[src/rtl/sb_pkg.sv]
// Shared sideband definitions for the sideband packet path.
//   SB_CLK_PATTERN : SBINIT clock pattern phase
//   SB_OPC_*       : opcode field slice within a header phase
//   SB_CP_BIT      : control (header) parity bit
//   SB_DP_BIT      : data parity bit
//   sb_opcode_e    : known sideband opcodes
//   sb_has_data()  : 1 when an opcode is followed by a data phase
package sb_pkg;

    localparam logic [63:0] SB_CLK_PATTERN = 64'hAAAA_AAAA_AAAA_AAAA;

    localparam int unsigned SB_OPC_MSB = 4;
    localparam int unsigned SB_OPC_LSB = 0;
    localparam int unsigned SB_CP_BIT  = 62;
    localparam int unsigned SB_DP_BIT  = 63;

    typedef enum logic [4:0] {
        MEM32_WR   = 5'b00001,
        MEM64_WR   = 5'b00101,
        CFG_WR     = 5'b01001,
        CPL_32D    = 5'b10001,
        CPL_64D    = 5'b11001,
        MSG_WDATA  = 5'b11011,
        MSG_NODATA = 5'b10010
    } sb_opcode_e;

    function automatic logic sb_has_data(input logic [4:0] opcode);
        logic result;
        result = 1'b0;
        case (opcode)
            MEM32_WR, MEM64_WR, CFG_WR, CPL_32D, CPL_64D, MSG_WDATA: result = 1'b1;
            default:                                                  result = 1'b0;
        endcase
        return result;
    endfunction

endpackage

[src/rtl/sb_pattern_detector.sv]
// SBINIT clock-pattern detector: compares phases against SB_CLK_PATTERN, counts consecutive
// matches (saturating at LockCnt) and holds a sticky lock until clear or reset.
// Ports:
//   clk_i, rst_i        : clock, asynchronous active-high reset
//   phase_i             : phase under test
//   phase_valid_i       : phase is eligible for pattern comparison this cycle
//   pattern_mode_i      : enable pattern comparison
//   clear_lock_i        : synchronous clear of counter and lock
//   match_o             : combinational match of the current phase
//   pattern_detected_o  : registered 1-cycle pulse per matching phase
//   pattern_locked_o    : registered lock level
module sb_pattern_detector
    import sb_pkg::*;
#(
    parameter int unsigned LockCnt = 2
) (
    input  logic        clk_i,
    input  logic        rst_i,
    input  logic [63:0] phase_i,
    input  logic        phase_valid_i,
    input  logic        pattern_mode_i,
    input  logic        clear_lock_i,
    output logic        match_o,
    output logic        pattern_detected_o,
    output logic        pattern_locked_o
);

    localparam logic [3:0] CntMax = 4'(LockCnt);

    logic [3:0] cnt_q;
    logic [3:0] cnt_inc;
    logic       detected_q;
    logic       locked_q;

    assign match_o = phase_valid_i && pattern_mode_i && (phase_i == SB_CLK_PATTERN);
    assign cnt_inc = (cnt_q == CntMax) ? cnt_q : cnt_q + 4'd1;

    always_ff @(posedge clk_i or posedge rst_i) begin
        if (rst_i) begin
            cnt_q      <= '0;
            detected_q <= 1'b0;
            locked_q   <= 1'b0;
        end else begin
            // The pulse is reported even when a clear wins over the count update.
            detected_q <= match_o;
            if (clear_lock_i) begin
                cnt_q    <= '0;
                locked_q <= 1'b0;
            end else if (match_o) begin
                cnt_q <= cnt_inc;
                if (cnt_inc == CntMax) begin
                    locked_q <= 1'b1;
                end
            end else if (phase_valid_i) begin
                // Lock is sticky: a broken run only restarts the count.
                cnt_q <= '0;
            end
        end
    end

    assign pattern_detected_o = detected_q;
    assign pattern_locked_o   = locked_q;

endmodule

[src/rtl/sb_packet_decoder_demux.sv]
// Sideband RX decoder/demux: separates SBINIT clock-pattern phases from framed packets and
// reassembles header-only or header+data packets into one registered output beat.
// Optional feature macro: SB_PARITY_CHECK_EN (CP/DP parity check on each delivered packet).
// Ports:
//   i_clk, i_rst        : clock, asynchronous active-high reset
//   i_rx_phase          : deserialized 64-bit sideband phase
//   i_rx_phase_valid    : phase qualifier (no backpressure)
//   i_pattern_mode      : compare IDLE phases against the clock pattern
//   i_clear_lock        : clear pattern counter and lock
//   o_pattern_detected  : 1-cycle pulse per matched pattern phase
//   o_pattern_locked    : lock level
//   o_header, o_data    : decoded packet (o_data = 0 for header-only packets)
//   o_has_data          : packet carried a data phase
//   o_packet_valid      : 1-cycle pulse, packet outputs valid
//   o_frame_error       : 1-cycle pulse on data-phase timeout
//   o_parity_error      : 1-cycle pulse with o_packet_valid on CP/DP mismatch
module sb_packet_decoder_demux
    import sb_pkg::*;
#(
    parameter int unsigned PATTERN_LOCK_CNT = 2,
    parameter int unsigned DATA_TIMEOUT     = 64
) (
    input  logic        i_clk,
    input  logic        i_rst,
    input  logic [63:0] i_rx_phase,
    input  logic        i_rx_phase_valid,
    input  logic        i_pattern_mode,
    input  logic        i_clear_lock,
    output logic        o_pattern_detected,
    output logic        o_pattern_locked,
    output logic [63:0] o_header,
    output logic [63:0] o_data,
    output logic        o_has_data,
    output logic        o_packet_valid,
    output logic        o_frame_error,
    output logic        o_parity_error
);

    localparam int unsigned      TmoW    = $clog2(DATA_TIMEOUT);
    localparam logic [TmoW-1:0]  TmoLast = TmoW'(DATA_TIMEOUT - 1);

    typedef enum logic {StIdle, StWaitData} state_e;

    state_e            state_q;
    logic [TmoW-1:0]   tmo_q;
    logic [63:0]       hdr_hold_q;
    logic [63:0]       header_q;
    logic [63:0]       data_q;
    logic              has_data_q;
    logic              packet_valid_q;
    logic              frame_error_q;
    logic              idle_valid;
    logic              pattern_match;

    // Data phases in WAIT_DATA never take part in pattern detection.
    assign idle_valid = i_rx_phase_valid && (state_q == StIdle);

    sb_pattern_detector #(
        .LockCnt (PATTERN_LOCK_CNT)
    ) u_pattern_detector (
        .clk_i              (i_clk),
        .rst_i              (i_rst),
        .phase_i            (i_rx_phase),
        .phase_valid_i      (idle_valid),
        .pattern_mode_i     (i_pattern_mode),
        .clear_lock_i       (i_clear_lock),
        .match_o            (pattern_match),
        .pattern_detected_o (o_pattern_detected),
        .pattern_locked_o   (o_pattern_locked)
    );

`ifdef SB_PARITY_CHECK_EN
    logic parity_error_q;

    // Data is passed as 0 for header-only packets, so DP is then expected to be 0.
    function automatic logic parity_bad(input logic [63:0] hdr, input logic [63:0] data);
        return (hdr[SB_CP_BIT] != ^hdr[SB_CP_BIT-1:0]) || (hdr[SB_DP_BIT] != ^data);
    endfunction
`endif

    always_ff @(posedge i_clk or posedge i_rst) begin
        if (i_rst) begin
            state_q        <= StIdle;
            tmo_q          <= '0;
            hdr_hold_q     <= '0;
            header_q       <= '0;
            data_q         <= '0;
            has_data_q     <= 1'b0;
            packet_valid_q <= 1'b0;
            frame_error_q  <= 1'b0;
`ifdef SB_PARITY_CHECK_EN
            parity_error_q <= 1'b0;
`endif
        end else begin
            packet_valid_q <= 1'b0;
            frame_error_q  <= 1'b0;
`ifdef SB_PARITY_CHECK_EN
            parity_error_q <= 1'b0;
`endif
            case (state_q)
                StIdle: begin
                    if (i_rx_phase_valid && !pattern_match) begin
                        if (sb_has_data(i_rx_phase[SB_OPC_MSB:SB_OPC_LSB])) begin
                            hdr_hold_q <= i_rx_phase;
                            tmo_q      <= '0;
                            state_q    <= StWaitData;
                        end else begin
                            packet_valid_q <= 1'b1;
                            header_q       <= i_rx_phase;
                            data_q         <= '0;
                            has_data_q     <= 1'b0;
`ifdef SB_PARITY_CHECK_EN
                            parity_error_q <= parity_bad(i_rx_phase, 64'h0);
`endif
                        end
                    end
                end
                StWaitData: begin
                    if (i_rx_phase_valid) begin
                        packet_valid_q <= 1'b1;
                        header_q       <= hdr_hold_q;
                        data_q         <= i_rx_phase;
                        has_data_q     <= 1'b1;
                        hdr_hold_q     <= '0;
                        state_q        <= StIdle;
`ifdef SB_PARITY_CHECK_EN
                        parity_error_q <= parity_bad(hdr_hold_q, i_rx_phase);
`endif
                    end else if (tmo_q == TmoLast) begin
                        // DATA_TIMEOUT empty cycles: abandon the header without a packet.
                        frame_error_q <= 1'b1;
                        hdr_hold_q    <= '0;
                        state_q       <= StIdle;
                    end else begin
                        tmo_q <= tmo_q + 1'b1;
                    end
                end
                default: state_q <= StIdle;
            endcase
        end
    end

    assign o_header       = header_q;
    assign o_data         = data_q;
    assign o_has_data     = has_data_q;
    assign o_packet_valid = packet_valid_q;
    assign o_frame_error  = frame_error_q;
`ifdef SB_PARITY_CHECK_EN
    assign o_parity_error = parity_error_q;
`else
    assign o_parity_error = 1'b0;
`endif

endmodule

[config.mk]
export PLATFORM = sky130hd
export DESIGN_NAME = sb_packet_decoder_demux
export DESIGN_NICKNAME = d
export VERILOG_FILES = /design/src/rtl/sb_pkg.sv /design/src/rtl/sb_pattern_detector.sv /design/src/rtl/sb_packet_decoder_demux.sv
export SDC_FILE = /design/constraint.sdc
export NUM_CORES = 1
export LEC_CHECK = 0
export CAP_MARGIN = 0
export CORE_UTILIZATION = 46
export DETAILED_ROUTE_END_ITERATION = 10
export GPL_ROUTABILITY_DRIVEN = 0
export PLACE_DENSITY_LB_ADDON = 0.08
export SLEW_MARGIN = 30
export SYNTH_ARGS = -nofsm -noshare
export SYNTH_HDL_FRONTEND = slang
export SYNTH_SLANG_ARGS = --single-unit
[constraint.sdc]
create_clock -name i_clk -period 9.4 [get_ports i_clk]
set_clock_uncertainty 0.1 [all_clocks]
set_input_delay 0.94 -clock i_clk [delete_from_list [all_inputs] [get_ports i_clk]]
set_output_delay 0.94 -clock i_clk [all_outputs]
set_load 0.01 [all_outputs]
==> impl_summary.log, run 1 <==
INFO  metric postSynthNetCount = approximately 960
INFO  metric finalSetupViolations = 0
INFO  metric regToRegEndpoint = o_header[28]
INFO  metric cts-hold-fix-buffers = 0
INFO  metric number_of_cts_inserted_buffers = 23
INFO  metric floorplan.die_area = 20700 µm²
INFO  metric routed-via-count = ~7600
INFO  metric timing.max_slew.rel_slack = between 40% and 50%
INFO  metric use_met2 = 42.2%
INFO  metric post-cts-setup-buffer-count = 0
INFO  metric vias_per_cell = around 5.7
INFO  metric data_required_time_of_the_critical_path = 9.64 ns
INFO  metric clock_sinks = about 210
INFO  metric max-clock-path-buffers = 3
INFO  metric grt.busiest_layer = met2
INFO  metric regToRegSetupSlack = 6.08 ns
INFO  metric crit_path_capture_type = flop
INFO  metric clk_pin_slew = 0.06 ns
INFO  metric share_of_async_settable_or_async_resettable_flops_after_synthesis = 100%
INFO  metric max_cap_viols = 0
INFO  metric drt-pass1-iter-count = 4
INFO  metric design.final.nets = about 1100
INFO  metric globalRoute.totalOverflow = 0
INFO  metric floorplan.die.height = between 100 and 150 µm
INFO  metric netlist_top_cells_area = dfrtp_1 56%, a22o_1 6.0%, nand2_1 5.8%, a22oi_1 5.2%, mux2i_1 3.5%
INFO  metric n_antenna_cell = 0
INFO  metric critical_path_launch_point_type = input pin
INFO  metric fmaxAchievable = between 200 and 300 MHz
INFO  metric final.period_utilization = 41.5%
INFO  metric static-leakage-power = about 0.0052 µW
INFO  metric worstSkewPairLatency = 0.51 ns
INFO  metric final_layout_size_suffix_gt1_share = 6.15%
INFO  metric dieWidth = roughly 140 µm
INFO  metric ys_seq_elements = between 200 and 250
INFO  metric met1_usage = between 30% and 40%
INFO  metric finalInstanceArea = around 12000 µm²
INFO  metric grt.total_usage = approximately 27%
INFO  metric n_fill_cell = 1669
INFO  metric pwr_density_cell = 212 nW/µm²
INFO  metric reg2reg_from = state_q
INFO  metric placement.cell_area = ~11000 µm²
INFO  metric synthFlopType = dfrtp_1
INFO  metric finalHoldViolCount = 0
INFO  metric first_global_vias = 7474
INFO  metric reg2reg_depth = 6
INFO  metric timing.hold.worst.class = reg2reg
INFO  metric commonest_cells_after_routing_fill_and_taps_aside = 207 x dfrtp_1, 201 x clkdlybuf4s50_1, 141 x nand2_1
INFO  metric grt_pass1_wl = ~43000 µm
INFO  metric outcome = complete, no violations
INFO  metric layout.cells.most_common = dfrtp_1
INFO  metric period_minus_ws_final = slightly below 4 ns
INFO  metric ys.warnings.count = 0
INFO  metric wire_per_inst = around 20 µm
INFO  metric number_of_enable_flip_flop_cells_after_synthesis = 0
INFO  metric syn-cell-area = 9250 µm²
INFO  metric cts_tree = done
INFO  metric final.setup.tns = 0 ns
INFO  metric met3_usage = under 10%
INFO  metric category_of_the_most_critical_setup_path = in2reg
INFO  metric drc = 0
INFO  metric totalWireLength = 27200 µm
INFO  metric starting_density = between 40% and 50%
INFO  metric worstMarginPinSlew = slightly above 0.8 ns
INFO  metric grt_antenna_before_repair = 0
INFO  metric synthDominantCellAreaShare = 56.3%
INFO  metric end_point_of_the_critical_path = o_header[28]
INFO  metric grt_max_degree = between 100 and 150
INFO  metric grt_setup_unrepaired = no
INFO  metric ir_drop_worst_vdd = between 0.1 and 0.15 mV
INFO  metric placement_rows = between 50 and 60
INFO  metric post_synth_inst_count = slightly below 900
INFO  metric synth_area_per_cell = a little over 10 µm²
INFO  metric worst_setup_path_startpoint = i_rx_phase_valid
INFO  metric final_antenna_net_count = 0
INFO  metric yosysSeqAreaShare = 56.3%
INFO  metric flow.area_growth_from_synthesis = 32.7%
INFO  metric ys_types = between 40 and 50
INFO  metric floorplan.core_area = 19600 µm²
INFO  metric arrival = roughly 4.1 ns
INFO  metric drtIter0Drc = around 470
INFO  metric boundaryPins = between 200 and 250
INFO  metric netlist.top_cell.by_area = dfrtp_1
INFO  metric htreeDepth = 1
INFO  metric maxSlewViolCount = 0
INFO  metric clock_tree.root_cell = clkbuf_16
INFO  metric buffer_ports.inserted = about 200
INFO  metric worst_path_maximum_fanout = 66
INFO  metric hpwlAfterDp = roughly 17000 µm
INFO  metric cts_repair_resize_count = 0
[stage by stage]
stage                     hold WS (ns)  instances  setup WS (ns)  power, µW  util (%)
after floorplan                  0.366        890           2.68       1360         -
after global placement           0.360       1297           5.09       1620      58.3
after detailed placement         0.366       1297           5.02       1630      58.3
after CTS                        0.390       1339           5.52       2630      62.6
after global routing             0.408       1339           5.27       2720      62.7
final                            0.393       1339           5.50       2610      62.7
[how the worst min path moves through the flow]
stage	cells after the start	startpoint	to
after floorplan	1	hdr_hold_q[11]	hdr_hold_q[11]
after global placement	1	o_has_data	o_has_data
after detailed placement	1	o_has_data	o_has_data
after CTS	1	o_has_data	o_has_data
after global routing	1	o_has_data	o_has_data
final	1	o_has_data	o_has_data
[critical path, cell delays in order]
cell             delay (ns)
clkdlybuf4s50_1        0.84
nor4bb_1               0.60
nand2_1                0.20
nor4_4                 0.47
a21o_2                 0.22
buf_4                  0.64
a22oi_1                0.20
[registers in the layout, indices dropped and copies added, names as in the netlist]
signal                                 cells
o_header                                  64
o_has_data                                 1
state_q                                    1
tmo_q                                      6
o_frame_error                              1
u_pattern_detector.pattern_detected_o      1
u_pattern_detector.pattern_locked_o        1
hdr_hold_q                                64
o_data                                    64
u_pattern_detector.cnt_q                   4
o_packet_valid                             1
[layout make-up]
class                           count  area, µm²  share of cell area [%]
Multi-Input combinational cell    599       3730                    30.4
Timing Repair Buffer              212       2100                    17.1
Tap cell                          265        332                    2.70
Inverter                           13       61.3                   0.499
Sequential cell                   208       5210                    42.4
Clock buffer                       31        686                    5.58
Clock inverter                     11        161                    1.31
[routing by layer]
layer	vias up	wire length (µm)
met5	-	0
met4	0	475
met3	34	1920
met2	258	12600
met1	3795	12300
li1	3524	-
[cell families after synthesis]
family | Yosys count | share of synthesized area [%]
xor+xnor | 1 | 0.0947
compound gates | 250 | 19.2
buf+inv | 83 | 3.98
mux | 32 | 3.46
flops | 208 | 56.3
other cells | 1 | 0.0405
fa+ha+maj | 3 | 0.406
simple gates | 312 | 16.6
[synth_stat cells (3+ instances only)]
library cell  instances
clkbuf_1             51
nand4_1              14
mux2i_1              32
o21ai_1              58
a22oi_1              64
a21o_1                4
inv_1                13
buf_2                12
buf_6                 5
nor2b_1              35
a211oi_1             31
dfrtp_1             208
nor4b_1               8
nor2_1               74
and2_1                3
and3_1                3
a21oi_1               6
nand2_1             142
o21ai_0              10
nand3_1               4
nand4b_1              3
ha_1                  3
and4b_1               3
a22o_1               63
o221ai_1              3
nor4bb_1              8
[where the power goes]
group	internal (µW)	switching (µW)	total [µW]
Sequential	1020	79.3	1100
Clock	621	373	994
Combinational	258	251	509
Total	1900	704	2610
(Power assumes the default switching activity.)
==> run 2, diff against run 1 <==
==> constraint.sdc (replaced) <==
create_clock -name i_clk -period 3.8 [get_ports i_clk]
set_clock_uncertainty 0.1 [all_clocks]
set_input_delay 0.38 -clock i_clk [delete_from_list [all_inputs] [get_ports i_clk]]
set_output_delay 0.38 -clock i_clk [all_outputs]
set_load 0.01 [all_outputs]
==> impl_summary.log, run 2 (same netlist as run 1, synthesis figures left out) <==
INFO  metric outcome = complete, no violations (unchanged)
INFO  metric design.final.nets = 1147 (was 1129)
INFO  metric commonest_cells_after_routing_fill_and_taps_aside = 207 x dfrtp_1, 201 x clkdlybuf4s50_1, 141 x nand2_1 (unchanged)
INFO  metric final.setup.tns = 0 ns (unchanged)
INFO  metric clock_sinks = 208 (unchanged)
INFO  metric hpwlAfterDp = 17900 µm (was 16600 µm)
INFO  metric flow.area_growth_from_synthesis = 34.4% (was 32.7%)
INFO  metric first_global_vias = 7356 (was 7474)
INFO  metric fmaxAchievable = roughly 360 MHz
INFO  metric cts_tree = done (unchanged)
INFO  metric final_antenna_net_count = 0 (unchanged)
INFO  metric htreeDepth = 1 (unchanged)
INFO  metric ir_drop_worst_vdd = 0.303 mV (was 0.120 mV)
INFO  metric boundaryPins = 203 (unchanged)
INFO  metric grt_max_degree = 75 (was 131)
INFO  metric crit_path_cell_trace = clkdlybuf4s50_1 -> nor4b_1 -> nand4_1 -> nor4b_1 -> nand3_2 -> buf_4 -> a22oi_1 (was clkdlybuf4s50_1 -> nor4bb_1 -> nand2_1 -> nor4_4 -> a21o_2 -> buf_4 -> a22oi_1)
INFO  metric n_antenna_cell = 0 (unchanged)
INFO  metric grt_pass1_wl = 42000 µm (was 43000 µm)
INFO  metric number_of_cts_inserted_buffers = 23 (unchanged)
INFO  metric vias_per_cell = 5.56 (was 5.68)
INFO  metric max_cap_viols = 0 (unchanged)
INFO  metric final.period_utilization = 73.3%
INFO  metric crit_path_top_delay_cell = clkdlybuf4s50_1 (unchanged)
INFO  metric cts_repair_resize_count = 0 (unchanged)
INFO  metric finalHoldViolCount = 0 (unchanged)
INFO  metric starting_density = 47.2% (unchanged)
INFO  metric pwr_density_cell = 509 nW/µm² (was 212 nW/µm²)
INFO  metric dieWidth = 144 µm (unchanged)
INFO  metric grt.total_usage = 26.3% (was 27.1%)
INFO  metric worstMarginPinSlew = 0.790 ns (was 0.828 ns)
INFO  metric sequential_cell_area = 5210 µm² (unchanged)
INFO  metric critical_path_launch_point_type = input pin (unchanged)
INFO  metric area_of_the_multi_input_gates = 3730 µm² (unchanged)
INFO  metric cts-hold-fix-buffers = 0 (unchanged)
INFO  metric drt-pass1-iter-count = 4 (unchanged)
INFO  metric placement.cell_area = 11600 µm² (was 11400 µm²)
INFO  metric final_layout_size_suffix_gt1_share = 7.23% (was 6.15%)
INFO  metric crit_path_capture_type = flop (unchanged)
INFO  metric clk_pin_slew = 0.06 ns (about the same)
INFO  metric worstSkewPairLatency = 0.51 ns (about the same)
INFO  metric kind_of_cell_with_the_highest_combined_delay_on_the_critical_path = simple AND/OR/NAND/NOR gates (was buffers and inverters)
INFO  metric floorplan.die_area = 20700 µm² (unchanged)
INFO  metric final.hold.worst_slack = 0.173 ns (was 0.393 ns)
INFO  metric max-clock-path-buffers = 3 (unchanged)
INFO  metric timing.hold.worst.class = in2async (was reg2reg)
INFO  metric finalSetupViolations = 0 (unchanged)
INFO  metric timing.max_slew.rel_slack = 47.3% (was 44.8%)
INFO  metric drc = 0 (unchanged)
INFO  metric category_of_the_most_critical_setup_path = in2reg (unchanged)
INFO  metric maxSlewViolCount = 0 (unchanged)
INFO  metric totalWireLength = 26900 µm (was 27200 µm)
INFO  metric floorplan.die.height = 144 µm (unchanged)
INFO  metric post-route-util = 63.5% (was 62.7%)
INFO  metric arrival = 3.09 ns (was 4.14 ns)
INFO  metric data_required_time_of_the_critical_path = 4.10 ns (was 9.64 ns)
INFO  metric floorplan.core_area = 19600 µm² (unchanged)
INFO  metric drtIter0Drc = 439 (was 471)
INFO  metric post-cts-setup-buffer-count = 0 (unchanged)
INFO  metric placement_rows = 51 (unchanged)
INFO  metric n_fill_cell = 1669 (unchanged)
INFO  metric routed-via-count = 7550 (was 7611)
INFO  metric static-leakage-power = 0.00528 µW (was 0.00519 µW)
INFO  metric wire_per_inst = 19.8 µm (was 20.3 µm)
INFO  metric worst_path_maximum_fanout = 18 (was 66)
INFO  metric cp_slowest_stage_delay = 0.51 ns (was 0.84 ns)
INFO  metric critPathBufInv = 2 (unchanged)
INFO  metric globalRoute.totalOverflow = 0 (unchanged)
INFO  metric clock_tree.root_cell = clkbuf_16 (unchanged)
INFO  metric grt_antenna_before_repair = 0 (unchanged)
INFO  metric layout.cells.most_common = dfrtp_1 (unchanged)
INFO  metric buffer_ports.inserted = 201 (unchanged)
INFO  metric finalInstanceArea = 12400 µm² (was 12300 µm²)
INFO  metric period_minus_ws_final = 2.78 ns
INFO  metric crit_path_frequent_cell = nor4b_1
INFO  metric grt_setup_unrepaired = no (unchanged)
[run 2: cell count changes in the layout (fill, tap and decap cells not counted)]
cell / change
buf_4: +13
buf_12: +6
clkbuf_1: +5
buf_6: -2
clkbuf_8: -2
buf_16: +1
bufinv_16: -1
clkinv_2: -1
clkinv_8: -1
[run 2: where the power goes]
group | switching (µW) | leakage [µW] | internal [µW] | total [µW]
clock | 887 | 0.000395 | 1440 | 2320
sequential | 187 | 0.00264 | 2530 | 2720
combinational | 630 | 0.00224 | 662 | 1290
total | 1700 | 0.00528 | 4630 | 6330
[run 2: through the flow]
| step | total power [µW] | instances | worst slack (ns) |
|---|---|---|---|
| final | 6330 | 1357 | 1.02 |
| after global routing | 6600 | 1357 | 0.858 |
| after CTS | 6380 | 1356 | 0.991 |
| after detailed placement | 4040 | 1314 | 0.505 |
| after global placement | 4020 | 1314 | 0.549 |
| after floorplan | 3370 | 890 | 0.620 |
[run 2: path summary, 6_finish.rpt]
path	start	end	slack, ns	depth (start not counted)
min	i_rst	o_data[7]	0.17	2
max	i_rx_phase[36]	o_header[56]	1.02	7
max reg2reg	state_q	o_data[44]	1.15	7
min in group i_clk	o_has_data	o_has_data	0.38	1
min reg2reg	o_has_data	o_has_data	0.38	1
max in group asynchronous	i_rst	hdr_hold_q[26]	2.67	3
[run 2: per-layer routing]
metal / vias to the layer above / GRT usage (%) / part of all wire [%]
met3: 37 / 5.53 / 5.9
li1: 3565 / - / -
met5: - / 0 / 0
met4: 0 / 5.15 / 1.8
met2: 223 / 40.1 / 45
met1: 3725 / 38.7 / 47
[run 2: area by class of cell]
type / count / share of cell area, %
sequential: 208 / 41.9
multi-input combinational: 599 / 30.0
timing repair buffer: 230 / 18.7
clock buffer: 34 / 5.44
tap: 265 / 2.67
clock inverter: 8 / 0.956
inverter: 13 / 0.422
